===== src/rtl/c2_arb_pkg.sv =====
// Shared types and operand layout for the C2 cell arbiter.
// The operand byte maps one-to-one onto the shared cell's data and select pins.
package c2_arb_pkg;

  typedef enum logic [1:0] {
    ST_IDLE = 2'd0,
    ST_EVAL = 2'd1,
    ST_DONE = 2'd2
  } state_e;

  localparam int OP_W   = 8;
  localparam int OP_D00 = 7;
  localparam int OP_D01 = 6;
  localparam int OP_D10 = 5;
  localparam int OP_D11 = 4;
  localparam int OP_A1  = 3;
  localparam int OP_B1  = 2;
  localparam int OP_A0  = 1;
  localparam int OP_B0  = 0;

endpackage


===== src/rtl/rr_arbiter_next.sv =====
// Combinational round-robin pick: the first set request at or after the pointer,
// searched cyclically, returned as one-hot, index and an any-request flag.
module rr_arbiter_next #(
  parameter int NREQ  = 4,
  parameter int IDX_W = $clog2(NREQ)
) (
  input  logic [NREQ-1:0]  req,
  input  logic [IDX_W-1:0] ptr,
  output logic [NREQ-1:0]  win_onehot,
  output logic [IDX_W-1:0] win_idx,
  output logic             win_any
);

  int win_j;

  // Scan offsets from far to near so the nearest requester at/after ptr wins last.
  always_comb begin
    win_j   = 0;
    win_any = 1'b0;
    for (int off = NREQ - 1; off >= 0; off--) begin
      if (req[(int'(ptr) + off) % NREQ]) begin
        win_j   = (int'(ptr) + off) % NREQ;
        win_any = 1'b1;
      end else begin
        win_j   = win_j;
        win_any = win_any;
      end
    end
    for (int i = 0; i < NREQ; i++) begin
      win_onehot[i] = win_any && (i == win_j);
    end
    win_idx = IDX_W'(win_j);
  end

endmodule


===== src/rtl/c2_cell_arbiter.sv =====
// Time-shares one external C2 mux cell between NREQ requesters: grant, drive the
// cell from registers, let it settle, capture its output and return it with the ID.
module c2_cell_arbiter
  import c2_arb_pkg::*;
#(
  parameter int NREQ        = 4,
  parameter int EVAL_CYCLES = 1,
  parameter int CNT_W       = 16
) (
  input  logic                     clk,
  input  logic                     rst_n,
  input  logic [NREQ-1:0]          req,
  input  logic [OP_W*NREQ-1:0]     req_op,
  output logic [NREQ-1:0]          grant,
  output logic                     busy,
  output logic                     c2_d00,
  output logic                     c2_d01,
  output logic                     c2_d10,
  output logic                     c2_d11,
  output logic                     c2_a1,
  output logic                     c2_b1,
  output logic                     c2_a0,
  output logic                     c2_b0,
  input  logic                     c2_out,
  output logic                     resp_valid,
  output logic [$clog2(NREQ)-1:0]  resp_id,
  output logic                     resp_data,
  output logic [CNT_W-1:0]         op_count
);

  localparam int IDX_W  = $clog2(NREQ);
  localparam int CNT_EW = (EVAL_CYCLES > 1) ? $clog2(EVAL_CYCLES) : 1;

  state_e              state_q, state_d;
  logic [IDX_W-1:0]    ptr_q, ptr_d;
  logic [IDX_W-1:0]    win_q, win_d;
  logic [CNT_EW-1:0]   cnt_q, cnt_d;
  logic [OP_W-1:0]     op_q, op_d;
  logic                busy_q, busy_d;
  logic [NREQ-1:0]     grant_q, grant_d;
  logic                rv_q, rv_d;
  logic [IDX_W-1:0]    rid_q, rid_d;
  logic                rdata_q, rdata_d;
  logic [CNT_W-1:0]    opcnt_q, opcnt_d;

  logic [NREQ-1:0]     arb_onehot_s;
  logic [IDX_W-1:0]    arb_idx_s;
  logic                arb_any_s;
  logic [OP_W-1:0]     op_sel_s;
  logic                eval_last_s;

  rr_arbiter_next #(
    .NREQ  (NREQ),
    .IDX_W (IDX_W)
  ) u_rr (
    .req        (req),
    .ptr        (ptr_q),
    .win_onehot (arb_onehot_s),
    .win_idx    (arb_idx_s),
    .win_any    (arb_any_s)
  );

  // Operand of the current winner, picked by the one-hot grant.
  always_comb begin
    op_sel_s = '0;
    for (int i = 0; i < NREQ; i++) begin
      if (arb_onehot_s[i]) begin
        op_sel_s = req_op[i*OP_W +: OP_W];
      end else begin
        op_sel_s = op_sel_s;
      end
    end
  end

  assign eval_last_s = (cnt_q == CNT_EW'(EVAL_CYCLES - 1));

  // State register.
  always_ff @(posedge clk or negedge rst_n) begin
    if (!rst_n) begin
      state_q <= ST_IDLE;
    end else begin
      state_q <= state_d;
    end
  end

  // Next-state logic.
  always_comb begin
    state_d = state_q;
    case (state_q)
      ST_IDLE: state_d = arb_any_s   ? ST_EVAL : ST_IDLE;
      ST_EVAL: state_d = eval_last_s ? ST_DONE : ST_EVAL;
      ST_DONE: state_d = ST_IDLE;
      default: state_d = ST_IDLE;
    endcase
  end

  // Datapath next values; outputs are all taken from registers.
  always_comb begin
    ptr_d   = ptr_q;
    win_d   = win_q;
    cnt_d   = cnt_q;
    op_d    = op_q;
    busy_d  = busy_q;
    grant_d = grant_q;
    rv_d    = rv_q;
    rid_d   = rid_q;
    rdata_d = rdata_q;
    opcnt_d = opcnt_q;
    case (state_q)
      ST_IDLE: begin
        if (arb_any_s) begin
          op_d   = op_sel_s;
          win_d  = arb_idx_s;
          busy_d = 1'b1;
          cnt_d  = '0;
        end else begin
          op_d   = op_q;
          busy_d = busy_q;
        end
      end
      ST_EVAL: begin
        cnt_d = cnt_q + CNT_EW'(1);
        if (eval_last_s) begin
          rdata_d = c2_out;
          rid_d   = win_q;
          rv_d    = 1'b1;
          grant_d = {{(NREQ-1){1'b0}}, 1'b1} << win_q;
          opcnt_d = opcnt_q + CNT_W'(1);
        end else begin
          rv_d    = rv_q;
          grant_d = grant_q;
        end
      end
      ST_DONE: begin
        rv_d    = 1'b0;
        grant_d = '0;
        busy_d  = 1'b0;
        ptr_d   = (win_q == IDX_W'(NREQ - 1)) ? '0 : win_q + IDX_W'(1);
      end
      default: begin
        rv_d    = 1'b0;
        grant_d = '0;
        busy_d  = 1'b0;
      end
    endcase
  end

  // Datapath registers; a reset mid-operation drops the transaction silently.
  always_ff @(posedge clk or negedge rst_n) begin
    if (!rst_n) begin
      ptr_q   <= '0;
      win_q   <= '0;
      cnt_q   <= '0;
      op_q    <= '0;
      busy_q  <= 1'b0;
      grant_q <= '0;
      rv_q    <= 1'b0;
      rid_q   <= '0;
      rdata_q <= 1'b0;
      opcnt_q <= '0;
    end else begin
      ptr_q   <= ptr_d;
      win_q   <= win_d;
      cnt_q   <= cnt_d;
      op_q    <= op_d;
      busy_q  <= busy_d;
      grant_q <= grant_d;
      rv_q    <= rv_d;
      rid_q   <= rid_d;
      rdata_q <= rdata_d;
      opcnt_q <= opcnt_d;
    end
  end

  assign grant      = grant_q;
  assign busy       = busy_q;
  assign resp_valid = rv_q;
  assign resp_id    = rid_q;
  assign resp_data  = rdata_q;
  assign op_count   = opcnt_q;
  assign c2_d00     = op_q[OP_D00];
  assign c2_d01     = op_q[OP_D01];
  assign c2_d10     = op_q[OP_D10];
  assign c2_d11     = op_q[OP_D11];
  assign c2_a1      = op_q[OP_A1];
  assign c2_b1      = op_q[OP_B1];
  assign c2_a0      = op_q[OP_A0];
  assign c2_b0      = op_q[OP_B0];

endmodule


===== config.mk =====
export PLATFORM = sky130hd
export DESIGN_NAME = c2_cell_arbiter
export DESIGN_NICKNAME = d
export VERILOG_FILES = /design/src/rtl/c2_arb_pkg.sv /design/src/rtl/rr_arbiter_next.sv /design/src/rtl/c2_cell_arbiter.sv
export SDC_FILE = /design/constraint.sdc
export NUM_CORES = 1
export LEC_CHECK = 0
export ABC_AREA = 1
export CORE_MARGIN = 1
export CORE_UTILIZATION = 43
export CTS_BUF_LIST = sky130_fd_sc_hd__clkbuf_4
export CTS_CLUSTER_DIAMETER = 120
export DETAILED_ROUTE_END_ITERATION = 8
export PLACE_DENSITY = 0.78
export SYNTH_ARGS = -nofsm -noshare
export SYNTH_HDL_FRONTEND = slang
export SYNTH_HIERARCHICAL = 1
export SYNTH_SLANG_ARGS = --single-unit

===== constraint.sdc =====
create_clock -name clk -period 1.8 [get_ports clk]
set_input_delay 0.36 -clock clk [delete_from_list [all_inputs] [get_ports clk]]
set_output_delay 0.36 -clock clk [all_outputs]
set_load 0.05 [all_outputs]

### After elaboration in Yosys (flattened, before gate mapping)

Index checks and enable logic that the tools add are counted.

* bits in registers: 40
* input port bits: 39
* output and inout bits: 33
* word-level logic and storage cells: 86

* add/sub/neg operators: 6
* magnitude comparators: 4
* eq/ne operators: 8
* shift-type cells: 1
* muxes and demuxes: 35
* bitwise gates (word level): 6
* reduce and logical (&&, ||, !) cells: 15

Operators by type and width (count)
* $mux 32: 4
* $eq 3x32->1 const A: 2
* $eq 2x32->1 const A: 1
* $logic_not 32->1: 1
* $mux 8: 4
* $add 16x1->16 const B: 1
* $mux 1: 15
* $lt 3x4->1 const B: 3
* $reduce_and 2->1: 5
* $bmux 1 s2: 4
* $pmux 4 s2: 1
* $pmux 1 s2: 3
* $reduce_or 2->1: 3
* $add 2x1->2 const B: 2
* $add 2x2->2 const B: 2
* $eq 2x2->1 const B: 2
* $logic_and 1x1->1: 4
* $mux 2: 2
* $mux 4: 1
* $ne 2x2->1 const B: 2
* $pmux 2 s2: 1
* $shl 1x2->4 const A: 1
* $and 1x1->1 const A: 3
* $lt 2x3->1 const B: 1
* 5 further kinds: 7

### Depth between registers and ports, before layout

Gate-level depths: netlist of run 1.

* depth after elaboration: 16
* mapped depth: 17
* depth with buffers taken out: 15

### Hierarchy

Netlist of run 1, hierarchy kept.

Modules (own cells, without submodules)
* c2_cell_arbiter: times used 1, cells each 237, area each 1996.9 um^2, seq. area each 1001.0 um^2
* rr_arbiter_next: times used 1, cells each 55, area each 241.5 um^2, seq. area each 0.0 um^2

### Worst setup path before layout of run 1

Ideal clock, no wire load.

* path type: reg-to-reg
* from: register ptr_q[0]
* to: register op_q[0]
* arrival time: 1864 ps
* path slack: -142 ps
* cell stages (with the launch flop): 16
* period minus slack after synthesis: 1942 ps
* path through: dfrtp_1 -> buf_6 -> o21ai_1 -> nand2_1 -> nand3_1 -> nand2_1 -> nand2_1 -> nand2_2 -> nand2_1 -> inv_1 -> clkbuf_1 -> nor2_2 -> nand2_1 -> nand2_1 -> o211ai_1 -> a21oi_1

* elaborated cells on any way between the ends: 41

RTL lines
* from (decl): line c2_cell_arbiter.sv:35 `logic [IDX_W-1:0] ptr_q, ptr_d;`
* from (signal assigned): line c2_cell_arbiter.sv:162 `ptr_q <= ptr_d;`
* $add 2x2->2: line rr_arbiter_next.sv:21, rr_arbiter_next.sv:22
* $bmux 1 s2: line rr_arbiter_next.sv:21 `if (req[(int'(ptr) + off) % NREQ]) begin`
* $mux 1 (not written as such) (2 in a row): line rr_arbiter_next.sv:21
* $mux 32 (3 in a row): line rr_arbiter_next.sv:21
* $mux 32 *: line rr_arbiter_next.sv:21
* named net arb_idx_s[0]: line c2_cell_arbiter.sv:47 `logic [IDX_W-1:0] arb_idx_s;`
* $eq 2x32->1 *: line rr_arbiter_next.sv:30 `win_onehot[i] = win_any && (i == win_j);`
* $logic_and 1x1->1 *: line rr_arbiter_next.sv:30
* named net arb_onehot_s[1]: line c2_cell_arbiter.sv:46 `logic [NREQ-1:0] arb_onehot_s;`
* $mux 8 * (3 in a row): line c2_cell_arbiter.sv:67 `if (arb_onehot_s[i]) begin`
* to (signal assigned): line c2_cell_arbiter.sv:165 `op_q <= op_d;`
* to (decl): line c2_cell_arbiter.sv:38 `logic [OP_W-1:0] op_q, op_d;`

The timed path passes the listed nets; every way through them passes the cells marked *. The select of a mux whose other input is x is not followed.
A chain may end at the register's enable or synchronous reset.

### Worst setup path in the final report of run 1

* from: register ptr_q[0]
* to: register op_q[3]

* longest elaborated chain between the ends: 14
* elaborated cells on any way between the ends: 41

Ends and longest elaborated chain (line)
* $add 2x2->2: rr_arbiter_next.sv:21, rr_arbiter_next.sv:22
* $bmux 1 s2: rr_arbiter_next.sv:21
* $mux 1 (not written as such) (2 in a row): rr_arbiter_next.sv:21
* $mux 32 (4 in a row): rr_arbiter_next.sv:21
* $logic_not 32->1: rr_arbiter_next.sv:30
* $logic_and 1x1->1 *: rr_arbiter_next.sv:30
* named net arb_onehot_s[0]: c2_cell_arbiter.sv:46
* $mux 8 * (4 in a row): c2_cell_arbiter.sv:67

Marked as above.

==> results of run 1 <==
through the flow:
step / hold WS, ns / setup slack [ns]
floorplan: 0.0644 / 0.00687
global placement: 0.344 / -0.466
detailed placement: 0.346 / -0.552
CTS: 0.492 / -0.153
global route: 0.528 / -0.444
finish: 0.498 / -0.240
power by group through the flow:
| stage | Clock, mW | Combinational, mW | Sequential, mW |
|---|---|---|---|
| 2_1_floorplan | 0 | 2.06 | 2.27 |
| 6_report | 0.422 | 4.51 | 1.51 |
| 3_5_place_dp | 0 | 4.01 | 1.53 |
| 5_1_grt | 0.475 | 4.97 | 1.55 |
| 4_1_cts | 0.442 | 4.22 | 1.51 |
| 3_3_place_gp | 0 | 3.92 | 1.52 |
worst max-delay path by stage:
stage                   from  endpoint  slack, ns  depth (start not counted)
floorplan           ptr_q[0]   op_q[0]      0.007                         15
global placement      req[0]   op_q[4]      -0.47                         15
detailed placement    req[0]   op_q[4]      -0.55                         15
CTS                 ptr_q[0]   op_q[4]      -0.15                         16
finish              ptr_q[0]   op_q[3]      -0.24                         16
global route        ptr_q[0]   op_q[3]      -0.44                         14
sequential cells by signal, indices dropped and copies added, names as in the netlist:
signal / flops
op_count: 16
op_q: 8
grant: 4
ptr_q: 2
resp_id: 2
state_q: 2
win_q: 2
busy: 1
cnt_q: 1
resp_data: 1
resp_valid: 1
cells by family (layout without fill, tap and decap cells):
group,count (synthesis),after routing,synth area share (%)
mux,1,1,0.503
fa+ha+maj,5,5,2.79
compound gates,51,51,12.6
buf+inv,33,127,6.04
xor+xnor,11,11,4.30
flops,40,40,44.7
simple gates,151,151,29.1
layer usage:
layer | part of all wire, % | global-route usage (%) | up-vias
met5 | 0 | 0 | -
met4 | 0.87 | 6.62 | 0
met3 | 5.2 | 5.56 | 4
met2 | 49 | 37.0 | 70
met1 | 45 | 27.5 | 1042
li1 | - | - | 1123
tightest hold or removal path, stage by stage (launching register included):
cell and delay [ns]:
dfrtp_1 0.36, nand2_1 0.05, nand2_1 0.06
placed cells by master, fill, tap and decap left out, types with 7 or more instances in the layout:
cell type | Yosys | routed
o211ai_1 | 8 | 8
nand2_1 | 97 | 86
clkdlybuf4s50_1 | 0 | 37
o21ai_0 | 11 | 11
dfrtp_1 | 40 | 38
nand2_2 | 4 | 13
nor2_1 | 27 | 26
a21oi_1 | 26 | 26
inv_1 | 24 | 21
xor2_1 | 7 | 7
buf_4 | 0 | 50
layout make-up:
cell class / count / area (µm²)
Timing Repair Buffer: 93 / 815
Tap cell: 67 / 83.8
Inverter: 26 / 100
Clock buffer: 5 / 37.5
Sequential cell: 40 / 1000
Multi-Input combinational cell: 219 / 1220
Fill cell: 412 / 1600
Clock inverter: 3 / 13.8
repair_timing:
| item | 4_1_cts | 5_1_grt |
|---|---|---|
| hold endpoints to repair | 40 | 0 |
| hold buffers | 1 | 0 |
| pin swaps | 14 | 17 |
| buffers inserted | 3 | 2 |
| endpoints found under the setup margin | 8 | 11 |
| gates resized for setup | 17 | 20 |
==> impl_metrics.ini, run 1 <==
[synthesis]
synth_common_cells = nand2_1, dfrtp_1, nor2_1
yosys-top-cells-area = dfrtp_1, nand2_1, a21oi_1, nor2_1, inv_1
yosysMostFrequentCell = nand2_1
synthesis.nets = 336
synth_top_area_share_pct = 44.7
yosysSeqAreaShare_pct = 44.7
synth.cell_area_mm2 = 0.00224
async_flop_share_pct = 100
syn_area_per_cell_um2 = 7.67
syn-instance-count = 292
synthFlopType = dfrtp_1
yosys_warnings = 6
ys_types = 28
yosysTopAreaCell = dfrtp_1
ys_ff_latch = 40
synth_edf_count = 0

[global_route]
grtUsageTotal_pct = 21.9
overflow = 0
grt_pass1_wl_um = 9230
grt_max_degree = 41
antenna_found_initial = 0
grt_pass1_vias = 2108

[critical_path]
path_max_fanout = 8
r2r_cells = 16
r2r_setup_slack_ns = -0.24
crit_type = reg -> reg
cp_slowest_stage_delay_ns = 0.47
path_delay_family = simple AND/OR/NAND/NOR gates
reg2reg_from = ptr_q[0]
crit_slowest_cell = dfrtp_2
r2r_end = op_q[3]
start_kind = flop
required_ns = 2.08
path_common_cell = nand2_1
cp.arrival_ns = 2.32
worstPathCellList = buf_6 -> nand2_2 -> o21ai_2 -> nand2_1 -> nand2_1 -> inv_2 -> nand2_4 -> nand2_4 -> nand3_2 -> nor2_1 -> inv_1 -> nor2_4 -> nand2_1 -> nand2_1 -> o211ai_1 -> a21oi_1
endpoint_kind = flop
path_buf_inv = 3

[power_and_ir_drop]
p_leak_nw = 1.62
power_frac_comb_pct = 70.1
p_per_area_mw_per_mm2 = 1970
p_int_mw = 3.06
netSwitchingPower_mw = 3.38
switching_share_pct = 52.5
finalPower_mw = 6.44
clock_power_share_pct = 6.5
peakVddDrop_uv = 1540
pwr-share-seq_pct = 23.4

[finish]
stdcell_area_mm2 = 0.00328
syn_to_final_growth_pct = 46.4
final-instance-count-excl-fill = 453
fin_nets = 429
final_util_pct = 67.2
drive_gt1_share_pct = 26.9
n_antenna_cell = 0

[placement]
port_buffers = 71
place_inst = 439
dp.final_hpwl_um = 3910
gp_congestion = 0.801
place_area_mm2 = 0.00305

[timing]
fin_crit_sh_pct = 113
period_needed_ns = 2.04
slew-limit-headroom_pct = 81.0
setup_viol = 8
clock.fmax_mhz = 490
final-max-slew-violation-count = 0
finClkSkew_ns = 0.00764
worst_pin_slew_ns = 0.284
finalHoldViolCount = 0
rsz0062_at_grt = yes
worst_slack_ns = -0.240
fin_setup_tns_ns = -1.66

[clock_tree]
clk_pin_slew_ns = 0.12
cts_root_buf = clkbuf_4
clock_sinks = 40
clock_latency_ns = 0.34
tritoncts = done
numCtsBuffers = 5
htree_levels = 2
clock_path_buffers = 2

[run_status]
outcome = finished, violations left
violations = setup timing

[detailed_routing]
dr_total_vias = 2239
firstDrtPassIters = 4
routed_via_density = 4.94
drc = 0
drtIter0Drc = 85
wl_per_cell_um = 12.1
drtAntennaViolNets = 0
wl_um = 5490

[hold_path]
hold_class = reg -> reg
hold_depth = 2
holdCritStartpoint = resp_valid
whs_endpoint = resp_valid

[floorplanning]
start_util_pct = 45.9
die_area_mm2 = 0.00550
rows = 25
coreArea_mm2 = 0.00488
die_h_um = 74.2
io_pins = 72
die_w_um = 74.2

[run]
cap_violations = 0
No activity file was read; power rests on OpenSTA's default activity.
==> run 2: changes to the inputs <==
PLACE_DENSITY = 0.83   (was 0.78)
==> impl_metrics.ini, run 2 (synthesized netlist as in run 1, its figures left out) <==
[floorplanning]
rows = 25
coreArea_mm2 = 0.00488
die_h_um = 74.2
die_area_mm2 = 0.00550
io_pins = 72
start_util_pct = 45.9
die_w_um = 74.2

[timing]
fin_crit_sh_pct = 115
clock.fmax_mhz = 483
rsz0062_at_grt = yes
worst_pin_slew_ns = 0.492
final-max-slew-violation-count = 0
setup_viol = 9
slew-limit-headroom_pct = 67.2
finalHoldViolCount = 0
worst_slack_ns = -0.271
period_needed_ns = 2.07
finClkSkew_ns = 0.00654

[critical_path]
cp_slowest_stage_delay_ns = 0.48
cp.arrival_ns = 2.36
crit_type = reg -> reg
start_kind = flop
path_common_cell = nand2_2
r2r_end = op_q[4]
r2r_cells = 14
required_ns = 2.09
crit_slowest_cell = dfrtp_2
path_max_fanout = 8
r2r_setup_slack_ns = -0.27
worstPathCellList = buf_6 -> o21ai_4 -> nand2_2 -> nand3_4 -> nand2_2 -> nand2_2 -> nand3_2 -> nor2_2 -> inv_2 -> nor2_4 -> nand2_1 -> nand2_1 -> o211ai_1 -> a21oi_1
reg2reg_from = ptr_q[0]
endpoint_kind = flop

[finish]
stdcell_area_mm2 = 0.00332
multiInputGateArea_mm2 = 0.00121
nFillCells = 419
largest_register_ffs = 16
syn_to_final_growth_pct = 48.5
final_cell_mix = nand2_1, buf_4, dfrtp_1
layout_commonest_cell = nand2_1
n_antenna_cell = 0
drive_gt1_share_pct = 27.3
fin_nets = 429
regArea_mm2 = 0.00100
final-instance-count-excl-fill = 452

[placement]
place_inst = 437
gp_congestion = 0.822
place_area_mm2 = 0.00303
pre_cts_slack_ns = -0.571
dp.final_hpwl_um = 4140
port_buffers = 71

[detailed_routing]
firstDrtPassIters = 4
drtIter0Drc = 61
wl_um = 5850
drtAntennaViolNets = 0
drc = 0
dr_total_vias = 2290
wl_per_cell_um = 12.9
routed_via_density = 5.07

[clock_tree]
clock_path_buffers = 2
numCtsBuffers = 5
tritoncts = done
htree_levels = 2
cts_hold_buffers = 0
clock_latency_ns = 0.35
clk_pin_slew_ns = 0.12
cts_root_buf = clkbuf_4
clock_sinks = 40

[power_and_ir_drop]
switching_share_pct = 49.7
p_per_area_mw_per_mm2 = 2090
p_int_mw = 3.50
netSwitchingPower_mw = 3.45
pwr-share-seq_pct = 21.8
power_frac_comb_pct = 67.8
finalPower_mw = 6.95
peakVddDrop_uv = 2070
clock_power_share_pct = 10.4
p_leak_nw = 1.65

[global_route]
grt_pass1_wl_um = 9400
grt_pass1_vias = 2179
antenna_found_initial = 0
grtUsageTotal_pct = 22.2
grt_max_degree = 41
overflow = 0

[hold_path]
hold_class = in -> async

[run]
cap_violations = 0

[run_status]
violations = setup timing
outcome = finished, violations left
## run 2: changes by cell type in the layout (fill, tap and decap cells not counted), sizes merged
cell,previous run,this run
buf,55,56
bufinv,0,2
dlygate4sd3,1,0
dlymetal6s2s,0,1
clkinv,3,0
clkdlybuf4s50,37,36
## run 2: layout make-up
| cell class | instances | area share (%) |
|---|---|---|
| clock buffers | 5 | 1.13 |
| clock inverters | 2 | 1.81 |
| inverters | 26 | 3.01 |
| multi-input cells | 219 | 36.4 |
| flip-flops and latches | 40 | 30.1 |
| well taps | 67 | 2.52 |
| repair buffers | 93 | 25.0 |
## run 2: worst max-delay path by stage
stage                   from       to  slack (ns)  depth (start not counted)
floorplan           ptr_q[0]  op_q[0]       0.007                         15
global placement      req[1]  op_q[3]       -0.43                         15
detailed placement    req[0]  op_q[3]       -0.57                         15
CTS                 ptr_q[0]  op_q[3]       -0.14                         14
global route        ptr_q[0]  op_q[4]       -0.42                         14
finish              ptr_q[0]  op_q[4]       -0.27                         14
## run 2: what timing repair did
action	CTS	global route
pin swaps	10	14
buffers inserted	6	2
resized for setup	23	14
endpoints found under the setup margin	8	10
## run 2: through the flow
step                      util (%)  hold WS, ns  setup TNS [ns]
after global placement        62.2        0.444           -3.50
after CTS                     66.8       0.0578          -0.918
final                         68.1       0.0546           -2.03
after detailed placement      62.2        0.450           -4.71
after floorplan                  -       0.0644               0
after global routing          68.1       0.0774           -3.30
## run 2: critical path: cells and delay by family (launching register included)
kind,cells,cell delay [ns]
DFF,1,0.48
AOI/OAI and AO/OA,3,0.42
buffers and inverters,2,0.22
and+or+nand+nor,9,0.87
## run 2: power groups by stage
stage	registers [mW]	clock network (mW)	logic [mW]
final	1.52	0.719	4.71
after global routing	1.56	0.774	5.12
after CTS	1.51	0.737	4.45
after detailed placement	1.51	0	4.00
after global placement	1.51	0	3.89
after floorplan	2.27	0	2.06
## run 2: routing by layer
layer | track usage [%] | up-vias | routed length, µm
met5 | 0 | - | 0
met2 | 39.1 | 100 | 3040
met4 | 9.83 | 0 | 95
met3 | 6.23 | 11 | 432
li1 | - | 1121 | -
met1 | 25.1 | 1058 | 2280
==> run 3: changes to the inputs <==
SKIP_LAST_GASP = 1   (was default)
==> impl_metrics.ini, run 3 (synthesized netlist as in run 1, its figures left out) <==
[power_and_ir_drop]
p_int_mw = 3.50
p_per_area_mw_per_mm2 = 2090
pwr-share-seq_pct = 21.8
switching_share_pct = 49.7
power_frac_comb_pct = 67.8
clock_power_share_pct = 10.4
netSwitchingPower_mw = 3.45
p_leak_nw = 1.65
peakVddDrop_uv = 2070

[global_route]
grtUsageTotal_pct = 22.2
antenna_found_initial = 0
grt_pass1_vias = 2179
grt_pass1_wl_um = 9400
grt_max_degree = 41
overflow = 0

[placement]
place_area_mm2 = 0.00303
port_buffers = 71
gp_congestion = 0.822
place_inst = 437
dp.final_hpwl_um = 4140
pre_cts_slack_ns = -0.571

[clock_tree]
tritoncts = done
numCtsBuffers = 5
cts_root_buf = clkbuf_4
clock_latency_ns = 0.35
clock_sinks = 40
clock_path_buffers = 2
cts_hold_buffers = 0
clk_pin_slew_ns = 0.12
htree_levels = 2

[critical_path]
endpoint_kind = flop
crit_slowest_cell = dfrtp_2
worstPathCellList = buf_6 -> o21ai_4 -> nand2_2 -> nand3_4 -> nand2_2 -> nand2_2 -> nand2_2 -> buf_4 -> buf_4 -> buf_4 -> buf_4 -> buf_4 -> nand2_1 -> o21ai_0
path_common_cell = buf_4
cp_slowest_stage_delay_ns = 0.48
required_ns = 2.04
start_kind = flop
crit_type = reg -> reg
cp.arrival_ns = 2.31
path_max_fanout = 6

[finish]
drive_gt1_share_pct = 27.3
final_cell_mix = nand2_1, buf_4, dfrtp_1
final-instance-count-excl-fill = 452
syn_to_final_growth_pct = 48.5
stdcell_area_mm2 = 0.00332
fin_nets = 429
largest_register_ffs = 16
layout_commonest_cell = nand2_1
n_antenna_cell = 0

[timing]
whs_ns = 0.0539
finClkSkew_ns = 0.00635
finalHoldViolCount = 0
worst_pin_slew_ns = 0.492
setup_viol = 9
slew-limit-headroom_pct = 67.2
rsz0062_at_grt = yes
fin_crit_sh_pct = 115
final-max-slew-violation-count = 0
period_needed_ns = 2.07
worst_slack_ns = -0.275
clock.fmax_mhz = 482

[run]
cap_violations = 0

[detailed_routing]
dr_total_vias = 2305
drtIter0Drc = 53
wl_um = 5860
drc = 0
firstDrtPassIters = 4
routed_via_density = 5.10
wl_per_cell_um = 13.0
drtAntennaViolNets = 0

[run_status]
violations = setup timing
outcome = finished, violations left

[floorplanning]
io_pins = 72
die_h_um = 74.2
rows = 25
start_util_pct = 45.9
die_area_mm2 = 0.00550
die_w_um = 74.2
coreArea_mm2 = 0.00488

[hold_path]
hold_class = in -> async
run 3: cell types whose count changed in the layout (fill, tap and decap cells not counted):
cell,previous run,this run
o21ai_0,10,11
o21ai_1,3,2
run 3: layout make-up:
cell class / instances / area (µm²)
Tap cell: 67 / 83.8
Timing Repair Buffer: 93 / 831
Fill cell: 419 / 1560
Multi-Input combinational cell: 219 / 1210
Clock inverter: 2 / 60.1
Inverter: 26 / 100
Clock buffer: 5 / 37.5
Sequential cell: 40 / 1000
run 3: power groups by stage:
stage | sequential [mW] | combinational (mW) | clock, mW
4_1_cts | 1.51 | 4.44 | 0.737
3_5_place_dp | 1.51 | 4.00 | 0
3_3_place_gp | 1.51 | 3.89 | 0
6_report | 1.52 | 4.71 | 0.720
2_1_floorplan | 2.27 | 2.06 | 0
5_1_grt | 1.56 | 5.11 | 0.774
run 3: final timing paths:
path / from / to / slack (ns) / cells after the start
max: ptr_q[0] / win_q[0] / -0.27 / 14
min: rst_n / op_q[0] / 0.05 / 2
max reg2reg: ptr_q[0] / win_q[0] / -0.27 / 14
min reg2reg: busy / busy / 0.51 / 2
max in group asynchronous: rst_n / ptr_q[0] / 1.39 / 2
min in group clk: busy / busy / 0.51 / 2
run 3: per-layer routing:
| metal | GRT usage, % | up-vias | wire length [µm] |
|---|---|---|---|
| li1 | - | 1121 | - |
| met1 | 25.1 | 1073 | 2340 |
| met2 | 39.1 | 100 | 3050 |
| met3 | 6.23 | 11 | 380 |
| met4 | 9.83 | 0 | 95 |
| met5 | 0 | - | 0 |
run 3: stage by stage:
step | TNS [ns] | utilization, % | total power [mW]
after floorplan | 0 | - | 4.33
after global placement | -3.50 | 62.2 | 5.40
after detailed placement | -4.71 | 62.2 | 5.51
after CTS | -0.934 | 66.8 | 6.70
after global routing | -3.31 | 68.1 | 7.44
final | -2.06 | 68.1 | 6.95
run 3: timing repair:
| item | 4_1_cts | 5_1_grt |
|---|---|---|
| gates cloned | 0 | 0 |
| pin swaps | 10 | 14 |
| setup endpoints to repair | 8 | 10 |
| buffers inserted | 6 | 2 |
| resized for setup | 22 | 14 |
run 3: worst max-delay path, delay by kind of cell, from the launching register on:
kind	cells	cell delay [ns]
AOI/OAI and AO/OA	2	0.23
and+or+nand+nor	6	0.49
DFF	1	0.48
buffers and inverters	6	0.78
==> variant: new RTL, settings of run 2 <==
The parameter `CNT_W` goes from 16 to 32.
--- a/src/rtl/c2_cell_arbiter.sv
+++ b/src/rtl/c2_cell_arbiter.sv
@@ -5,7 +5,7 @@
 #(
   parameter int NREQ        = 4,
   parameter int EVAL_CYCLES = 1,
-  parameter int CNT_W       = 16
+  parameter int CNT_W       = 32
 ) (
   input  logic                     clk,
   input  logic                     rst_n,
Ports: changed (resized op_count); port bits go from 72 to 88. No check against the original RTL was run, so the function may have changed too.
==> variant against run 2 <==
  * The run still ends with negative setup slack left
  * Clock power down 0.7%
  * Routed wire length up 50%
  * Area after synthesis up 45%
  * Sequential cell count up 16
  * Total power up 5.4%
  * Clock skew up 0.0059 ns
  * Worst setup slack better by 0.027 ns
  * Cell area up 35%
  * Critical path type unchanged
  * Largest cell class unchanged
  * Highest routed layer unchanged
==> variant: results (changes against run 2) <==
\begin{tabular}{lr}
\hline
Metric & Value \\
\hline
\multicolumn{2}{l}{\textbf{Place}} \\
\quad Number of instances in the placed design & 608 (was 437) \\
\quad Buffers on Ports & 87 (was 71) \\
\quad Half-perimeter wire length after detailed placement & 6.19 mm (was 4.14 mm) \\
\quad Setup slack after placement & -0.602 ns (was -0.571 ns) \\
\quad Final Wtd Congestion & 0.874 (was 0.822) \\
\multicolumn{2}{l}{\textbf{Synth}} \\
\quad Count of mapped cells out of synthesis & 421 (was 292) \\
\quad Syn nets & 465 (was 336) \\
\quad Number of register bits inferred by synthesis & 56 (was 40) \\
\quad Most frequent cells after synthesis & 133 x nand2\_1, 56 x dfrtp\_1, 45 x inv\_1 (was 97 x nand2\_1, 40 x dfrtp\_1, 27 x nor2\_1) \\
\quad Cell types occupying the most area after synthesis & dfrtp\_1 43\%, nand2\_1 15\%, inv\_1 5.2\% (was dfrtp\_1 45\%, nand2\_1 16\%, a21oi\_1 5.8\%) \\
\quad Fraction of the yosys area taken by sequential cells & 0.431 (was 0.447) \\
\multicolumn{2}{l}{\textbf{Route}} \\
\quad Routed wire per std cell & 14.1 µm (was 12.9 µm) \\
\quad Avg Vias per Cell & 5.20 (was 5.07) \\
\quad Number of design-rule violations left by the first detailed-router iteration & 138 (was 61) \\
\multicolumn{2}{l}{\textbf{Finish}} \\
\quad Final net count & 566 (was 429) \\
\quad Fraction of layout instances using a drive strength above 1 & 0.264 (was 0.273) \\
\quad Layout Cells excl Fill & 622 (was 452) \\
\multicolumn{2}{l}{\textbf{GRT}} \\
\quad Overall Global Routing Usage & 0.220 (was 0.222) \\
\quad First-pass GRT wire length & 13.7 mm (was 9.40 mm) \\
\quad Via count of the first global-routing pass & 3011 (was 2179) \\
\quad Maximum number of pins on one net before global-route repair & 57 (was 41) \\
\multicolumn{2}{l}{\textbf{Critical path}} \\
\quad Reg2Reg Depth & 16 (was 14) \\
\quad CP peak stage delay & 0.45 ns (was 0.48 ns) \\
\quad End of the worst register-to-register path & op\_q[0] (was op\_q[4]) \\
\multicolumn{2}{l}{\textbf{Status}} \\
\quad Failing checks & negative setup slack (unchanged) \\
\quad Result of the run & complete, but fails checks (unchanged) \\
\multicolumn{2}{l}{\textbf{STA}} \\
\quad Final WS setup & -0.244 ns (was -0.271 ns) \\
\quad Clock Skew & 0.0125 ns (was 0.00654 ns) \\
\quad Max-Slew Margin vs Limit & 0.716 (was 0.672) \\
\quad Number of failing setup endpoints in the final timing report & 8 (was 9) \\
\multicolumn{2}{l}{\textbf{Power and ir drop}} \\
\quad Static Leak & 2.22 nW (was 1.65 nW) \\
\multicolumn{2}{l}{\textbf{Clock tree}} \\
\quad Clock slew at the register clock pins of the worst setup and hold paths & 0.17 ns (was 0.12 ns) \\
\quad Clk Latency, worst-skew pair & 0.39 ns (was 0.35 ns) \\
\hline
\end{tabular}
## variant: changes by cell type after synthesis, sizes merged, moves of 6 or more
cell          run 2  this run
nand3            13        26
dfrtp            40        56
nand2           102       140
inv              26        48
nand4             1        11
xnor2             4        10
nor2             32        47
## variant: worst max path at each step
stage                         from  endpoint  slack, ns  cells after the start
after floorplan           ptr_q[0]   op_q[0]      0.008                     15
after global placement      req[0]   op_q[3]      -0.43                     15
after detailed placement    req[0]   op_q[6]      -0.60                     15
after CTS                 ptr_q[0]   op_q[6]      -0.16                     16
after global routing      ptr_q[0]   op_q[0]      -0.35                     16
final                     ptr_q[0]   op_q[0]      -0.24                     16
## variant: layout make-up
cell class	count	share of cell area
inverters	48	0.0428
multi-input cells	308	0.400
repair buffers	102	0.196
clock inverters	3	0.00951
clock buffers	5	0.00839
repair inverters	1	0.00168
flip-flops and latches	56	0.314
well taps	99	0.0277
## variant: repair_timing
| action | CTS | global route |
|---|---|---|
| pin swaps | 13 | 13 |
| gates resized for setup | 21 | 33 |
| hold buffers | 1 | 0 |
| setup buffers | 2 | 2 |
| cloned | 0 | 1 |
| endpoints found under the setup margin | 10 | 11 |
| hold endpoints to repair | 56 | 0 |
## variant: kinds of logic after synthesis
kind of cell / synth area share
XOR/XNOR: 0.0584
adder cells (fa/ha/maj): 0.0192
flip-flops: 0.431
AO/OA/AOI/OAI: 0.0857
buffers and inverters: 0.0715
AND/OR/NAND/NOR: 0.334
## variant: where the power goes
group	leakage [nW]	switching (mW)	internal (mW)
combinational	1.45	3.10	1.64
sequential	0.729	0.275	1.59
clock	0.0412	0.424	0.290
## variant: per-layer routing
| layer | vias to the layer above | wire, µm | track usage |
|---|---|---|---|
| li1 | 1546 | - | - |
| met1 | 1557 | 3690 | 0.282 |
| met2 | 117 | 4490 | 0.383 |
| met3 | 16 | 456 | 0.0397 |
| met4 | 0 | 162 | 0.0592 |
| met5 | - | 0 | 0 |
## variant: worst min-delay path, delay by kind of cell
| family | cells | cell delay, ns |
|---|---|---|
| buf+inv | 3 | 0.91 |
## variant: per-stage QoR
| step | power, mW | TNS [ns] | instance area (µm²) |
|---|---|---|---|
| after floorplan | 4.80 | 0 | 3270 |
| after global placement | 5.76 | -3.68 | 4170 |
| after detailed placement | 5.90 | -5.09 | 4170 |
| after CTS | 6.78 | -1.08 | 4330 |
| after global routing | 7.86 | -2.66 | 4470 |
| final | 7.32 | -1.67 | 4470 |
